[config.mk]
export PLATFORM = sky130hd
export DESIGN_NAME = uart_fifo_ctrl_flat
export DESIGN_NICKNAME = d
export VERILOG_FILES = /design/src/rtl/uart_fifo_pkg.sv /design/src/rtl/uart_fifo_ctrl_if.sv /design/src/rtl/uart_fifo_ram.sv /design/src/rtl/uart_fifo_ctrl.sv /design/src/flat_wrapper.sv
export SDC_FILE = /design/constraint.sdc
export NUM_CORES = 1
export LEC_CHECK = 0
export CAP_MARGIN = 20
export CORE_MARGIN = 5
export CORE_UTILIZATION = 55
export CTS_BUF_LIST = sky130_fd_sc_hd__clkbuf_4 sky130_fd_sc_hd__clkbuf_8 sky130_fd_sc_hd__clkbuf_16
export DETAILED_ROUTE_END_ITERATION = 16
export HOLD_SLACK_MARGIN = 0.06
export PLACE_DENSITY = 0.74
export SLEW_MARGIN = 20
export SYNTH_ARGS = -nofsm -noshare
export SYNTH_HDL_FRONTEND = slang
export SYNTH_HIERARCHICAL = 1
export SYNTH_SLANG_ARGS = --single-unit
[constraint.sdc]
create_clock -name i_clk -period 7.25 [get_ports i_clk]
set_clock_uncertainty 0.1 [all_clocks]
set_input_delay 1.45 -clock i_clk [delete_from_list [all_inputs] [get_ports i_clk]]
set_output_delay 1.45 -clock i_clk [all_outputs]
set_load 0.02 [all_outputs]
[src/rtl/uart_fifo_pkg.sv]
// ---------------------------------------------------------------------------
// uart_fifo_pkg
//   Shared constants and width helpers for the UART FIFO controller slice.
//   Contents:
//     DEF_WIDTH / DEF_DEPTH  default data width and entry count
//     addr_w(depth)          pointer width for a power-of-two depth
//     lvl_w(depth)           occupancy width (one extra bit so DEPTH fits)
// ---------------------------------------------------------------------------
package uart_fifo_pkg;

    localparam int DEF_WIDTH = 8;
    localparam int DEF_DEPTH = 16;

    // Pointer width. DEPTH is a power of two, so pointers wrap naturally
    // from DEPTH-1 back to 0 without any compare logic.
    function automatic int addr_w(input int depth);
        return $clog2(depth);
    endfunction

    // Occupancy needs to represent 0..DEPTH inclusive.
    function automatic int lvl_w(input int depth);
        return $clog2(depth) + 1;
    endfunction

endpackage : uart_fifo_pkg

[src/rtl/uart_fifo_ctrl_if.sv]
// ---------------------------------------------------------------------------
// uart_fifo_ctrl_if
//   Bundles the write side, read side, control and status signals of one
//   uart_fifo_ctrl instance.
//   Modports:
//     master  the client (uart_rx/uart_tx side and the consumer)
//     slave   the FIFO itself
//   Signals:
//     i_wr_en, i_wr_data        write request and data
//     i_rd_en                   read request (FWFT: pop of the head word)
//     o_rd_data, o_rd_valid     read data and its qualifier
//     i_flush, i_clr_err        synchronous discard / sticky-error clear
//     o_empty, o_full, o_almostfull, o_almostempty, o_level
//     o_overflow, o_underflow   sticky error flags
//
//   Handshake semantics: a write transfers on a rising edge where i_wr_en=1
//   and o_full=0 (o_full acts as the inverted ready); a read transfers on a
//   rising edge where i_rd_en=1 and o_empty=0. Requests made against the
//   wrong flag are dropped and recorded in the sticky error flags. Neither
//   side is required to hold its request until accepted.
// ---------------------------------------------------------------------------
interface uart_fifo_ctrl_if
    import uart_fifo_pkg::*;
#(
    parameter int WIDTH = DEF_WIDTH,
    parameter int DEPTH = DEF_DEPTH
);
    localparam int LVL_W = lvl_w(DEPTH);

    logic             i_wr_en;
    logic [WIDTH-1:0] i_wr_data;
    logic             i_rd_en;
    logic [WIDTH-1:0] o_rd_data;
    logic             o_rd_valid;
    logic             i_flush;
    logic             i_clr_err;
    logic             o_empty;
    logic             o_full;
    logic             o_almostfull;
    logic             o_almostempty;
    logic [LVL_W-1:0] o_level;
    logic             o_overflow;
    logic             o_underflow;

    modport master (
        output i_wr_en, i_wr_data, i_rd_en, i_flush, i_clr_err,
        input  o_rd_data, o_rd_valid, o_empty, o_full, o_almostfull,
               o_almostempty, o_level, o_overflow, o_underflow
    );

    modport slave (
        input  i_wr_en, i_wr_data, i_rd_en, i_flush, i_clr_err,
        output o_rd_data, o_rd_valid, o_empty, o_full, o_almostfull,
               o_almostempty, o_level, o_overflow, o_underflow
    );

endinterface : uart_fifo_ctrl_if

[src/rtl/uart_fifo_ram.sv]
// ---------------------------------------------------------------------------
// uart_fifo_ram
//   Simple dual-port storage array: synchronous write, asynchronous read.
//   The array is intentionally not reset; occupancy tracking in the owner
//   guarantees no unwritten location is ever presented as valid.
//   Ports:
//     i_clk      write clock, rising edge
//     i_wr_en    write strobe
//     i_wr_addr  write address
//     i_wr_data  write data
//     i_rd_addr  read address
//     o_rd_data  read data (combinational from the array)
// ---------------------------------------------------------------------------
module uart_fifo_ram
    import uart_fifo_pkg::*;
#(
    parameter int WIDTH  = DEF_WIDTH,
    parameter int DEPTH  = DEF_DEPTH,
    parameter int ADDR_W = addr_w(DEPTH)
) (
    input  logic              i_clk,
    input  logic              i_wr_en,
    input  logic [ADDR_W-1:0] i_wr_addr,
    input  logic [WIDTH-1:0]  i_wr_data,
    input  logic [ADDR_W-1:0] i_rd_addr,
    output logic [WIDTH-1:0]  o_rd_data
);

    logic [WIDTH-1:0] mem [DEPTH];

    always_ff @(posedge i_clk) begin
        if (i_wr_en) begin
            mem[i_wr_addr] <= i_wr_data;
        end
    end

    assign o_rd_data = mem[i_rd_addr];

endmodule : uart_fifo_ram

[src/rtl/uart_fifo_ctrl.sv]
// ---------------------------------------------------------------------------
// uart_fifo_ctrl
//   Parametrised synchronous FIFO for the UART TX/RX datapaths, one instance
//   per direction. Owns the read/write pointers, the single occupancy
//   counter, the sticky error flags and the read-mode muxing; storage lives
//   in uart_fifo_ram.
//   Parameters:
//     WIDTH      data word width
//     DEPTH      entries, power of two >= 2
//     AFULL_TH   o_almostfull when level >= AFULL_TH
//     AEMPTY_TH  o_almostempty when level <= AEMPTY_TH
//     FWFT       0: registered read, data one cycle after an accepted read
//                1: head word presented continuously, i_rd_en pops it
//   Ports:
//     i_clk      clock, rising edge
//     i_rst_n    asynchronous active-low reset
//     bus        uart_fifo_ctrl_if slave modport (data, control, status)
// ---------------------------------------------------------------------------
module uart_fifo_ctrl
    import uart_fifo_pkg::*;
#(
    parameter int WIDTH     = DEF_WIDTH,
    parameter int DEPTH     = DEF_DEPTH,
    parameter int AFULL_TH  = 12,
    parameter int AEMPTY_TH = 2,
    parameter int FWFT      = 0
) (
    input  logic            i_clk,
    input  logic            i_rst_n,
    uart_fifo_ctrl_if.slave bus
);

    localparam int ADDR_W = addr_w(DEPTH);
    localparam int LVL_W  = lvl_w(DEPTH);

    localparam logic [LVL_W-1:0] LVL_DEPTH  = LVL_W'(DEPTH);
    localparam logic [LVL_W-1:0] LVL_AFULL  = LVL_W'(AFULL_TH);
    localparam logic [LVL_W-1:0] LVL_AEMPTY = LVL_W'(AEMPTY_TH);
    localparam logic [LVL_W-1:0] LVL_ONE    = LVL_W'(1);
    localparam logic [ADDR_W-1:0] PTR_ONE   = ADDR_W'(1);

    logic [ADDR_W-1:0] wr_ptr;
    logic [ADDR_W-1:0] rd_ptr;
    logic [LVL_W-1:0]  level;
    logic              empty;
    logic              full;
    logic              wr_acc;
    logic              rd_acc;
    logic              overflow_q;
    logic              underflow_q;
    logic [WIDTH-1:0]  ram_rdata;

    assign empty = (level == '0);
    assign full  = (level == LVL_DEPTH);

    // Acceptance uses the pre-edge flags. When full, a concurrent read
    // still goes through while the write is dropped; when empty, the write
    // goes through and the read is dropped. A flush overrides both.
    assign wr_acc = bus.i_wr_en && !full  && !bus.i_flush;
    assign rd_acc = bus.i_rd_en && !empty && !bus.i_flush;

    // -----------------------------------------------------------------------
    // Pointers
    // -----------------------------------------------------------------------
    always_ff @(posedge i_clk or negedge i_rst_n) begin
        if (!i_rst_n) begin
            wr_ptr <= '0;
            rd_ptr <= '0;
        end else if (bus.i_flush) begin
            wr_ptr <= '0;
            rd_ptr <= '0;
        end else begin
            if (wr_acc) begin
                wr_ptr <= wr_ptr + PTR_ONE;
            end
            if (rd_acc) begin
                rd_ptr <= rd_ptr + PTR_ONE;
            end
        end
    end

    // -----------------------------------------------------------------------
    // Occupancy: the only place level is written.
    // -----------------------------------------------------------------------
    always_ff @(posedge i_clk or negedge i_rst_n) begin
        if (!i_rst_n) begin
            level <= '0;
        end else if (bus.i_flush) begin
            level <= '0;
        end else begin
            case ({wr_acc, rd_acc})
                2'b10:   level <= level + LVL_ONE;
                2'b01:   level <= level - LVL_ONE;
                default: level <= level;
            endcase
        end
    end

    // -----------------------------------------------------------------------
    // Sticky error flags. A fresh violation wins over a same-cycle clear so
    // that no event is lost. Requests during a flush are ignored and do not
    // count as violations.
    // -----------------------------------------------------------------------
    always_ff @(posedge i_clk or negedge i_rst_n) begin
        if (!i_rst_n) begin
            overflow_q  <= 1'b0;
            underflow_q <= 1'b0;
        end else begin
            if (!bus.i_flush && bus.i_wr_en && full) begin
                overflow_q <= 1'b1;
            end else if (bus.i_clr_err) begin
                overflow_q <= 1'b0;
            end

            if (!bus.i_flush && bus.i_rd_en && empty) begin
                underflow_q <= 1'b1;
            end else if (bus.i_clr_err) begin
                underflow_q <= 1'b0;
            end
        end
    end

    // -----------------------------------------------------------------------
    // Storage
    // -----------------------------------------------------------------------
    uart_fifo_ram #(
        .WIDTH  (WIDTH),
        .DEPTH  (DEPTH),
        .ADDR_W (ADDR_W)
    ) u_ram (
        .i_clk     (i_clk),
        .i_wr_en   (wr_acc),
        .i_wr_addr (wr_ptr),
        .i_wr_data (bus.i_wr_data),
        .i_rd_addr (rd_ptr),
        .o_rd_data (ram_rdata)
    );

    // -----------------------------------------------------------------------
    // Read-mode muxing
    // -----------------------------------------------------------------------
    if (FWFT != 0) begin : g_fwft
        // Head word straight from the array. While empty the data is forced
        // to zero so the unreset array never leaks onto the output, which
        // also gives the all-zero read data expected out of reset.
        assign bus.o_rd_valid = !empty;
        assign bus.o_rd_data  = empty ? '0 : ram_rdata;
    end else begin : g_registered
        logic [WIDTH-1:0] rd_data_q;
        logic             rd_valid_q;

        // Valid is a one-cycle pulse per accepted read; data holds its last
        // value between reads. A flush forces rd_acc low, which clears valid.
        always_ff @(posedge i_clk or negedge i_rst_n) begin
            if (!i_rst_n) begin
                rd_data_q  <= '0;
                rd_valid_q <= 1'b0;
            end else begin
                rd_valid_q <= rd_acc;
                if (rd_acc) begin
                    rd_data_q <= ram_rdata;
                end
            end
        end

        assign bus.o_rd_valid = rd_valid_q;
        assign bus.o_rd_data  = rd_data_q;
    end

    // -----------------------------------------------------------------------
    // Status: combinational from level, no added latency.
    // -----------------------------------------------------------------------
    assign bus.o_empty       = empty;
    assign bus.o_full        = full;
    assign bus.o_almostfull  = (level >= LVL_AFULL);
    assign bus.o_almostempty = (level <= LVL_AEMPTY);
    assign bus.o_level       = level;
    assign bus.o_overflow    = overflow_q;
    assign bus.o_underflow   = underflow_q;

endmodule : uart_fifo_ctrl
[src/flat_wrapper.sv]
// flat-port wrapper written by rule: the top's interface ports become plain ports
module uart_fifo_ctrl_flat import uart_fifo_pkg::*;
#(
    parameter int WIDTH     = DEF_WIDTH,
    parameter int DEPTH     = DEF_DEPTH,
    parameter int AFULL_TH  = 12,
    parameter int AEMPTY_TH = 2,
    parameter int FWFT      = 0
)
  (i_clk, i_rst_n, bus_i_wr_en, bus_i_wr_data, bus_i_rd_en, bus_i_flush, bus_i_clr_err, bus_o_rd_data, bus_o_rd_valid, bus_o_empty, bus_o_full, bus_o_almostfull, bus_o_almostempty, bus_o_level, bus_o_overflow, bus_o_underflow);
  uart_fifo_ctrl_if #(.WIDTH(WIDTH), .DEPTH(DEPTH)) bus_i ();
  input  logic i_clk;
  input  logic i_rst_n;
  input wire logic [$bits(bus_i.i_wr_en)-1:0] bus_i_wr_en;
  input wire logic [$bits(bus_i.i_wr_data)-1:0] bus_i_wr_data;
  input wire logic [$bits(bus_i.i_rd_en)-1:0] bus_i_rd_en;
  input wire logic [$bits(bus_i.i_flush)-1:0] bus_i_flush;
  input wire logic [$bits(bus_i.i_clr_err)-1:0] bus_i_clr_err;
  output wire logic [$bits(bus_i.o_rd_data)-1:0] bus_o_rd_data;
  output wire logic [$bits(bus_i.o_rd_valid)-1:0] bus_o_rd_valid;
  output wire logic [$bits(bus_i.o_empty)-1:0] bus_o_empty;
  output wire logic [$bits(bus_i.o_full)-1:0] bus_o_full;
  output wire logic [$bits(bus_i.o_almostfull)-1:0] bus_o_almostfull;
  output wire logic [$bits(bus_i.o_almostempty)-1:0] bus_o_almostempty;
  output wire logic [$bits(bus_i.o_level)-1:0] bus_o_level;
  output wire logic [$bits(bus_i.o_overflow)-1:0] bus_o_overflow;
  output wire logic [$bits(bus_i.o_underflow)-1:0] bus_o_underflow;
  assign bus_i.i_wr_en = bus_i_wr_en;
  assign bus_i.i_wr_data = bus_i_wr_data;
  assign bus_i.i_rd_en = bus_i_rd_en;
  assign bus_i.i_flush = bus_i_flush;
  assign bus_i.i_clr_err = bus_i_clr_err;
  assign bus_o_rd_data = bus_i.o_rd_data;
  assign bus_o_rd_valid = bus_i.o_rd_valid;
  assign bus_o_empty = bus_i.o_empty;
  assign bus_o_full = bus_i.o_full;
  assign bus_o_almostfull = bus_i.o_almostfull;
  assign bus_o_almostempty = bus_i.o_almostempty;
  assign bus_o_level = bus_i.o_level;
  assign bus_o_overflow = bus_i.o_overflow;
  assign bus_o_underflow = bus_i.o_underflow;
  uart_fifo_ctrl #(.WIDTH(WIDTH), .DEPTH(DEPTH), .AFULL_TH(AFULL_TH), .AEMPTY_TH(AEMPTY_TH), .FWFT(FWFT)) u_core (.i_clk(i_clk), .i_rst_n(i_rst_n), .bus(bus_i));
endmodule
==> results by group, run 1 <==
Floorplanning
  • Initial Util: 0.556
  • Core Footprint: 11300 um^2
  • Die Area: 13700 um^2
  • Die H: 117 um
  • Die Span X: 117 um
  • Rows: 39
  • I/O pins: 34

Placement
  • DP Worst Slack: 2.63 ns
  • Hpwl dp: 7.59 mm
  • RD Place Congestion: 0.826
  • Port bufs: 33

Synthesis
  • Most used flip-flop cell after synthesis: edfxtp_1
  • Synth warn: 6
  • Seq/Total Area, Yosys: 0.705
  • Synth cell types: 46
  • FF+latch count, synth: 152
  • Synth Instances: 340
  • FFs w/ async S/R, synth: 0.158
  • Syn Std Cell Area: 6300 um^2
  • Syn_area_per_cell: 18.5 um^2
  • Post-synth EDFFs: 128
  • Syn nets: 360

Routing
  • Final ANT Viol Nets: 0
  • Vias: 3287
  • Routed vias/inst: 6.11
  • Drt first pass iters: 4
  • Initial drt markers: 289
  • Routed wire per std cell: 22.1 um
  • Residual DRC count: 0
  • Post-Route WL: 11.9 mm

Cells and area
  • Number of inserted diodes: 0
  • Final #Nets: 403
  • Final design utilization: 0.652
  • Area growth from synthesis to layout: 17.2%
  • Layout cells sized above 1: 0.180
  • Fillers: 782

STA
  • Worst Max-Slew Pin Slew: 0.925 ns
  • Hold Slack: 0.401 ns
  • Slew Limit Fails: 0
  • RSZ-0062 raised after global routing: no
  • Relative slew margins: 0.381
  • Final setup violation count: 0
  • PnR worst setup slack: 3.28 ns
  • Setup_tns: 0 ns
  • Maximum clock rate: 252 MHz
  • Final Hold Fails: 0
  • Crit share post-route: 0.548
  • Period minus WS final: 3.97 ns

Worst setup path
  • R2r startpoint: u_core/bus.o_level[1]
  • Terminus of the critical flop-to-flop path: u_core/bus.o_level[4]
  • Setup CP Type: input pin to flop
  • CP cell instances: clkdlybuf4s50_1, nor3_1, inv_1, fa_1, nand2b_1, a21oi_1, mux2_2, a31oi_1
  • CP peak stage delay: 0.70 ns
  • R2R setup slack: 3.81 ns
  • Required time worst endpoint: 7.48 ns
  • Critical path peak fanout: 14
  • Critical path's slowest cell: clkdlybuf4s50_1
  • CP Capture Type: flop
  • Crit path arrival time: 4.20 ns
  • Reg2reg path depth: 9
  • Startpoint Class: input pin

Min path
  • Hold crit path type: flop to flop
  • HP Start: u_core/bus.o_overflow
  • Hold Path Stages: 1
  • Worst hold endpoint: u_core/bus.o_overflow

Clock network
  • Clock Latency Late Sink: 0.41 ns
  • CTS tree: done
  • Post-CTS Hold Buffers: 0
  • CTS Buf Count: 17
  • Root buffer cell: clkbuf_16
  • Setup Buffers After CTS: 0
  • Longest Clk Path Bufs: 2
  • Clk sinks: 152
  • Resize count post-CTS: 0
  • H-tree depth: 4
  • CTS clk-pin slew, worst paths: 0.06 ns

GRT
  • First-pass GRT wire length: 18.4 mm
  • Largest net degree at the start of global routing: 25
  • Initial antenna violation count: 0
  • GRT Residual Overflow: 0
  • Vias in the first global route: 3176
  • All-Layer GR Usage: 0.190

Power and ir drop
  • P_leak: 2.52 nW
  • Cell Pwr Density: 344 nW/um^2
  • Worst vdd ir: 0.199 mV

Run
  • # Max-Cap Violations: 0

Outcome
  • Status: completed
[metal layers]
metal	global-route usage	share of wire	vias up
li1	-	-	1465
met1	0.278	0.44	1684
met2	0.283	0.48	127
met3	0.0416	0.063	11
met4	0.0757	0.013	0
met5	0	0	-
[cell usage in the layout, fill, tap and decap left out, types with 4 or more instances in the layout]
| cell | n |
|---|---|
| a22oi_1 | 17 |
| xnor2_1 | 4 |
| buf_4 | 4 |
| o21ai_0 | 4 |
| dfrtp_1 | 23 |
| bufinv_16 | 5 |
| inv_1 | 7 |
| a21oi_1 | 4 |
| mux2_4 | 8 |
| ha_1 | 5 |
| clkdlybuf4s50_1 | 32 |
| nor3_1 | 6 |
| mux4_1 | 14 |
| a211oi_1 | 4 |
| mux4_2 | 18 |
| nor2_1 | 25 |
| nand2_1 | 14 |
| edfxtp_1 | 128 |
| clkbuf_16 | 17 |
[synth_stat cells, types with 2 or more instances]
master             n  area (um^2)
nand2_1           14         52.6
nand4_1            3         18.8
a21oi_1            4         20.0
inv_1              7         26.3
a22oi_1           17          128
nand2b_1           3         18.8
clkbuf_1           3         11.3
a211oi_1           4         30.0
nand3b_1           2         15.0
o21a_1             2         15.0
a21o_1             2         15.0
a32o_1             2         20.0
buf_2              3         15.0
a31oi_1            2         12.5
nor3_1             8         40.0
buf_6              3         33.8
clkdlybuf4s25_2    3         30.0
o21ai_0            4         20.0
xnor2_1            4         35.0
mux2_4             8          120
mux2i_1            3         30.0
xor2_1             2         17.5
mux4_2            18          405
nand3_1            3         15.0
and2_1             3         18.8
nor2b_1            2         12.5
ha_1               5         62.6
nor2_1            25         93.8
edfxtp_1         128         3840
dfrtp_1           24          601
mux4_1            14          368
[where the power goes]
| part | total (mW) | internal (mW) | leakage (nW) | switching [mW] |
|---|---|---|---|---|
| sequential | 1.07 | 0.999 | 1.46 | 0.0664 |
| clock | 0.942 | 0.616 | 0.312 | 0.326 |
| combinational | 0.531 | 0.273 | 0.745 | 0.259 |
[area by class of cell]
cell class	count	area (um^2)	share of cell area
flip-flops and latches	152	4450	0.602
multi-input cells	168	1740	0.236
clock buffers	19	440	0.0596
repair buffers	37	355	0.0481
clock inverters	12	198	0.0268
well taps	143	179	0.0242
inverters	7	26.3	0.00356
[registers in the layout, summed over array words and instances, names as in the netlist]
name                    count
u_core/u_ram/mem          128
u_core/bus.o_rd_data        8
u_core/bus.o_level          5
u_core/rd_ptr               4
u_core/wr_ptr               4
u_core/bus.o_overflow       1
u_core/bus.o_rd_valid       1
u_core/bus.o_underflow      1
[cell families (layout without fill, tap and decap cells)]
logic type | after synthesis | count (layout) | synth area share
mux | 44 | 44 | 0.148
simple gates | 70 | 70 | 0.0554
fa+ha+maj | 6 | 6 | 0.0131
xor+xnor | 6 | 6 | 0.00834
flops | 152 | 152 | 0.705
compound gates | 42 | 42 | 0.0497
buf+inv | 20 | 75 | 0.0197
[worst max-delay path: cells and delay by family]
kind / cells / cell delay [ns]
buffers and inverters: 2 / 0.81
and+or+nand+nor: 2 / 0.76
adders and majority gates: 1 / 0.41
AOI/OAI and AO/OA: 2 / 0.39
muxes: 1 / 0.37
[metrics by stage]
step | total power, mW | std cells | instance area, um^2
2_1_floorplan | 1.43 | 340 | 6300
3_3_place_gp | 1.60 | 507 | 6740
3_5_place_dp | 1.61 | 507 | 6740
4_1_cts | 2.56 | 538 | 7380
5_1_grt | 2.64 | 538 | 7390
6_report | 2.54 | 538 | 7390
[worst max-delay path by stage]
stage                start                      to  depth (start not counted)  slack (ns)
6_report       bus_i_flush   u_core/bus.o_level[4]                          8        3.28
2_1_floorplan  bus_i_rd_en   u_core/bus.o_level[4]                          9        3.56
3_3_place_gp   bus_i_flush  u_core/u_ram/mem[0][0]                          4        2.78
4_1_cts        bus_i_flush  u_core/u_ram/mem[0][0]                          4        3.05
5_1_grt        bus_i_flush   u_core/bus.o_level[4]                          8        3.12
3_5_place_dp   bus_i_flush  u_core/u_ram/mem[0][1]                          4        2.63
No activity file was read; power rests on OpenSTA's default activity.
==> run 2, diff against run 1 <==
==> constraint.sdc (replaced) <==
create_clock -name i_clk -period 3.9 [get_ports i_clk]
set_clock_uncertainty 0.1 [all_clocks]
set_input_delay 0.78 -clock i_clk [delete_from_list [all_inputs] [get_ports i_clk]]
set_output_delay 0.78 -clock i_clk [all_outputs]
set_load 0.02 [all_outputs]
==> results by group, run 2 (same netlist as run 1, synthesis figures left out) <==
Clock network
  • Root buffer cell: clkbuf_16
  • CTS Buf Count: 17
  • Post-CTS Hold Buffers: 0
  • Clk sinks: 152
  • Clock Latency Late Sink: 0.41 ns
  • Resize count post-CTS: 0
  • H-tree depth: 4
  • CTS clk-pin slew, worst paths: 0.06 ns
  • CTS tree: done
  • Longest Clk Path Bufs: 2
  • Setup Buffers After CTS: 0

Worst setup path
  • Critical path peak fanout: 6
  • Required time worst endpoint: 4.13 ns
  • Setup CP Type: input pin to flop
  • Startpoint Class: input pin
  • CP Capture Type: flop
  • Crit path arrival time: 3.48 ns

Placement
  • RD Place Congestion: 0.766
  • Post-DP Area: 6890 um^2
  • Port bufs: 33
  • Placed Instances: 526
  • Hpwl dp: 7.77 mm
  • DP Worst Slack: 0.253 ns

Routing
  • Post-Route WL: 12.5 mm
  • Initial drt markers: 317
  • Routed vias/inst: 5.95
  • Drt first pass iters: 4
  • Routed wire per std cell: 22.4 um
  • Final ANT Viol Nets: 0
  • Residual DRC count: 0
  • Vias: 3322

STA
  • Period minus WS final: 3.25 ns
  • Worst Max-Slew Pin Slew: 0.804 ns
  • Maximum clock rate: 308 MHz
  • Final Hold Fails: 0
  • Relative slew margins: 0.462
  • Crit share post-route: 0.833
  • RSZ-0062 raised after global routing: no
  • Setup_tns: 0 ns
  • Final setup violation count: 0
  • Slew Limit Fails: 0
  • Hold Slack: 0.404 ns
  • PnR worst setup slack: 0.652 ns

Cells and area
  • Post-route cell area: 7510 um^2
  • Largest register FFs: 128
  • Final #Nets: 422
  • Number of inserted diodes: 0
  • Area growth from synthesis to layout: 19.3%
  • Fillers: 730
  • Commonest cells after routing, fill and taps aside: 128 x edfxtp_1, 33 x clkdlybuf4s50_1, 25 x nor2_1, 23 x dfrtp_1, 23 x buf_4
  • Final std cells w/o fill: 558
  • Commonest non-fill, non-tap cell in the layout: edfxtp_1
  • Final design utilization: 0.664
  • Layout cells sized above 1: 0.214
  • Top reg by flops: u_core/u_ram/mem

GRT
  • Initial antenna violation count: 0
  • First-pass GRT wire length: 19.6 mm
  • Vias in the first global route: 3482
  • All-Layer GR Usage: 0.201
  • Largest net degree at the start of global routing: 26
  • GRT Residual Overflow: 0

Min path
  • Hold crit path type: flop to flop

Power and ir drop
  • Cell Pwr Density: 624 nW/um^2
  • Worst vdd ir: 0.467 mV
  • Total Power: 4.69 mW
  • P_leak: 2.62 nW

Outcome
  • Status: completed

Run
  • # Max-Cap Violations: 0

Floorplanning
  • Rows: 39
  • Initial Util: 0.556
  • Die Span X: 117 um
  • I/O pins: 34
  • Die H: 117 um
  • Core Footprint: 11300 um^2
  • Die Area: 13700 um^2
==> run 2: cell types whose count changed in the layout (fill, tap and decap cells not counted), sizes merged <==
cell           delta
buf              +18
bufinv            -3
clkbuf            +7
clkdlybuf4s50     +1
clkinv            -2
inv               -1
==> run 2: power breakdown <==
| group | internal (mW) | switching (mW) | leakage [nW] | total (mW) |
|---|---|---|---|---|
| Clock | 1.10 | 0.593 | 0.315 | 1.69 |
| Combinational | 0.528 | 0.481 | 0.840 | 1.01 |
| Sequential | 1.86 | 0.134 | 1.46 | 1.99 |
| Total | 3.48 | 1.21 | 2.62 | 4.69 |
==> run 2: final timing paths <==
path	from	end	slack, ns	cells past startpoint
worst max-delay path	bus_i_wr_en	u_core/bus.o_level[4]	0.65	10
worst min-delay path	u_core/bus.o_overflow	u_core/bus.o_overflow	0.40	1
worst max register to register	u_core/bus.o_level[1]	u_core/bus.o_level[4]	0.74	10
worst min register to register	u_core/bus.o_overflow	u_core/bus.o_overflow	0.40	1
max in group asynchronous	i_rst_n	u_core/rd_ptr[0]	2.32	2
min in group asynchronous	i_rst_n	u_core/bus.o_rd_valid	0.73	1
==> run 2: cell type report <==
class,count,area (um^2),area share
Tap cell,143,179,0.0238
Multi-Input combinational cell,168,1730,0.230
Inverter,7,26.3,0.00350
Clock inverter,6,83.8,0.0112
Sequential cell,152,4450,0.592
Clock buffer,26,546,0.0726
Timing Repair Buffer,56,503,0.0669
==> run 2: routing by layer <==
metal  vias to the layer above  wire length (um)  track usage
met5                         -                 0            0
met4                         0                74       0.0619
met3                         6              1060       0.0735
met2                       114              6240        0.312
met1                      1699              5100        0.269
li1                       1503                 -            -
==> run 2: worst max-delay path, cell delays in order <==
cell             delay [ns]
clkdlybuf4s50_1        0.50
inv_1                  0.20
a21oi_1                0.13
nor3_1                 0.42
inv_1                  0.12
fa_1                   0.43
nand2b_1               0.18
a21oi_1                0.22
mux2_2                 0.36
a31oi_1                0.15
==> run 3, diff against run 2 <==
--- a/config.mk
+++ b/config.mk
@@ -7,11 +7,11 @@
 export LEC_CHECK = 0
 export CAP_MARGIN = 20
 export CORE_MARGIN = 5
-export CORE_UTILIZATION = 55
+export CORE_UTILIZATION = 54
 export CTS_BUF_LIST = sky130_fd_sc_hd__clkbuf_4 sky130_fd_sc_hd__clkbuf_8 sky130_fd_sc_hd__clkbuf_16
 export DETAILED_ROUTE_END_ITERATION = 16
 export HOLD_SLACK_MARGIN = 0.06
-export PLACE_DENSITY = 0.74
+export PLACE_DENSITY = 0.76
 export SLEW_MARGIN = 20
 export SYNTH_ARGS = -nofsm -noshare
 export SYNTH_HDL_FRONTEND = slang
==> constraint.sdc (replaced) <==
create_clock -name i_clk -period 2.8 [get_ports i_clk]
set_clock_uncertainty 0.1 [all_clocks]
set_input_delay 0.56 -clock i_clk [delete_from_list [all_inputs] [get_ports i_clk]]
set_output_delay 0.56 -clock i_clk [all_outputs]
set_load 0.02 [all_outputs]
==> results by group, run 3 (same netlist as run 1, synthesis figures left out) <==
Power and ir drop
  • Combinational share of power: 0.239
  • Clk pwr share: 0.349
  • P_leak: 2.67 nW
  • Int Power: 4.79 mW
  • Cell Pwr Density: 863 nW/um^2
  • Worst vdd ir: 0.727 mV
  • Flop pwr share: 0.412
  • Sw Share: 0.273
  • Switching power: 1.80 mW

STA
  • Final setup violation count: 0
  • Maximum clock rate: 372 MHz
  • Period minus WS final: 2.69 ns
  • Final Hold Fails: 0
  • Slew Limit Fails: 0
  • RSZ-0062 raised after global routing: no
  • Worst Max-Slew Pin Slew: 0.808 ns
  • Relative slew margins: 0.460
  • Crit share post-route: 0.960
  • PnR worst setup slack: 0.111 ns

Cells and area
  • Commonest cells after routing, fill and taps aside: 128 x edfxtp_1, 34 x buf_4, 30 x clkdlybuf4s50_1, 25 x nor2_1, 23 x dfrtp_1
  • Post-route cell area: 7630 um^2
  • Area growth from synthesis to layout: 21.1%
  • Multi-input logic area: 1750 um^2
  • Largest register FFs: 128
  • Register area: 4450 um^2
  • Top reg by flops: u_core/u_ram/mem
  • Final std cells w/o fill: 570
  • Commonest non-fill, non-tap cell in the layout: edfxtp_1
  • Layout cells sized above 1: 0.241
  • Fillers: 757
  • Number of inserted diodes: 0
  • Final #Nets: 435

Clock network
  • H-tree depth: 4
  • Clk sinks: 152
  • CTS clk-pin slew, worst paths: 0.06 ns
  • CTS Buf Count: 17
  • Longest Clk Path Bufs: 2
  • Root buffer cell: clkbuf_16
  • Setup Buffers After CTS: 0
  • Clock Latency Late Sink: 0.42 ns
  • CTS tree: done

GRT
  • GRT Residual Overflow: 0
  • All-Layer GR Usage: 0.188
  • Vias in the first global route: 3473
  • Initial antenna violation count: 0
  • First-pass GRT wire length: 19.5 mm
  • Largest net degree at the start of global routing: 36

Worst setup path
  • CP cell instances: or4_4, o21ai_4, nor3_2, buf_4, ha_1, nand2b_1, a21oi_2, mux2_2, a31oi_1
  • Critical path's slowest cell: or4_4
  • Buf/Inv on CP: 1
  • Startpoint Class: flop
  • CP peak stage delay: 0.61 ns
  • Critical path peak fanout: 4
  • CP Capture Type: flop
  • Required time worst endpoint: 3.04 ns
  • Top delay family on crit path: simple AND/OR/NAND/NOR gates
  • Setup CP Type: flop to flop
  • Crit path arrival time: 2.92 ns

Run
  • # Max-Cap Violations: 0

Routing
  • Vias: 3445
  • Initial drt markers: 241
  • Routed vias/inst: 6.04
  • Post-Route WL: 12.7 mm
  • Drt first pass iters: 5
  • Final ANT Viol Nets: 0
  • Routed wire per std cell: 22.3 um
  • Residual DRC count: 0

Placement
  • RD Place Congestion: 0.899
  • Placed Instances: 539
  • Port bufs: 33
  • DP Worst Slack: -0.137 ns
  • Post-DP Area: 7030 um^2
  • Hpwl dp: 8.14 mm

Floorplanning
  • Die Area: 13900 um^2
  • Core Footprint: 11400 um^2
  • Initial Util: 0.552
  • Die Span X: 118 um
  • Die H: 118 um
  • I/O pins: 34
  • Rows: 39

Outcome
  • Status: completed

Min path
  • Hold crit path type: flop to flop
## run 3: cell types whose count changed in the layout (fill, tap and decap cells not counted), moves of 2 or more
cell / change
clkinvlp_4: +2
dlygate4sd2_1: +2
nor3_1: -2
clkinv_4: +3
clkdlybuf4s50_1: -3
nor3_2: +2
inv_6: +3
clkbuf_16: -3
buf_12: +2
buf_4: +11
clkbuf_4: -6
## run 3: per-stage QoR
stage               utilization  power [mW]  setup TNS (ns)  hold slack, ns
floorplan                     -        3.71         -0.0152           0.164
global placement          0.615        4.30         -0.0315           0.376
detailed placement        0.615        4.33          -0.496           0.386
CTS                       0.668        6.61               0           0.400
global route              0.668        6.83               0           0.418
finish                    0.668        6.58               0           0.394
## run 3: layout make-up
class	instances	share of cell area
Sequential cell	152	0.583
Multi-Input combinational cell	168	0.230
Timing Repair Buffer	69	0.0820
Clock buffer	17	0.0558
Tap cell	143	0.0235
Clock inverter	14	0.0228
Inverter	7	0.00344
## run 3: worst paths after layout
kind	from	to	slack, ns	depth (start not counted)
max in group asynchronous	i_rst_n	u_core/bus.o_rd_data[5]	1.47	2
hold / removal	u_core/bus.o_overflow	u_core/bus.o_overflow	0.39	1
setup reg to reg	u_core/bus.o_level[1]	u_core/bus.o_level[4]	0.11	9
setup / recovery	u_core/bus.o_level[1]	u_core/bus.o_level[4]	0.11	9
min in group asynchronous	i_rst_n	u_core/bus.o_level[0]	0.51	1
hold reg to reg	u_core/bus.o_overflow	u_core/bus.o_overflow	0.39	1
## run 3: routing by layer
layer	GRT usage	up-vias	routed length (um)
li1	-	1532	-
met3	0.0519	18	855
met5	0	-	0
met1	0.258	1758	5390
met4	0.0523	0	178
met2	0.298	137	6260
## run 3: power groups by stage
stage	sequential (mW)	clock, mW	combinational, mW
floorplan	2.85	0	0.861
detailed placement	2.76	0	1.57
global placement	2.75	0	1.55
CTS	2.71	2.33	1.57
global route	2.73	2.44	1.66
finish	2.71	2.30	1.57
## run 3: repair_timing
action,CTS,global route
gates cloned,0,0
gates resized for setup,2,2
endpoints found under the setup margin,2,2
endpoints found under the hold margin,0,0
hold buffers,0,0
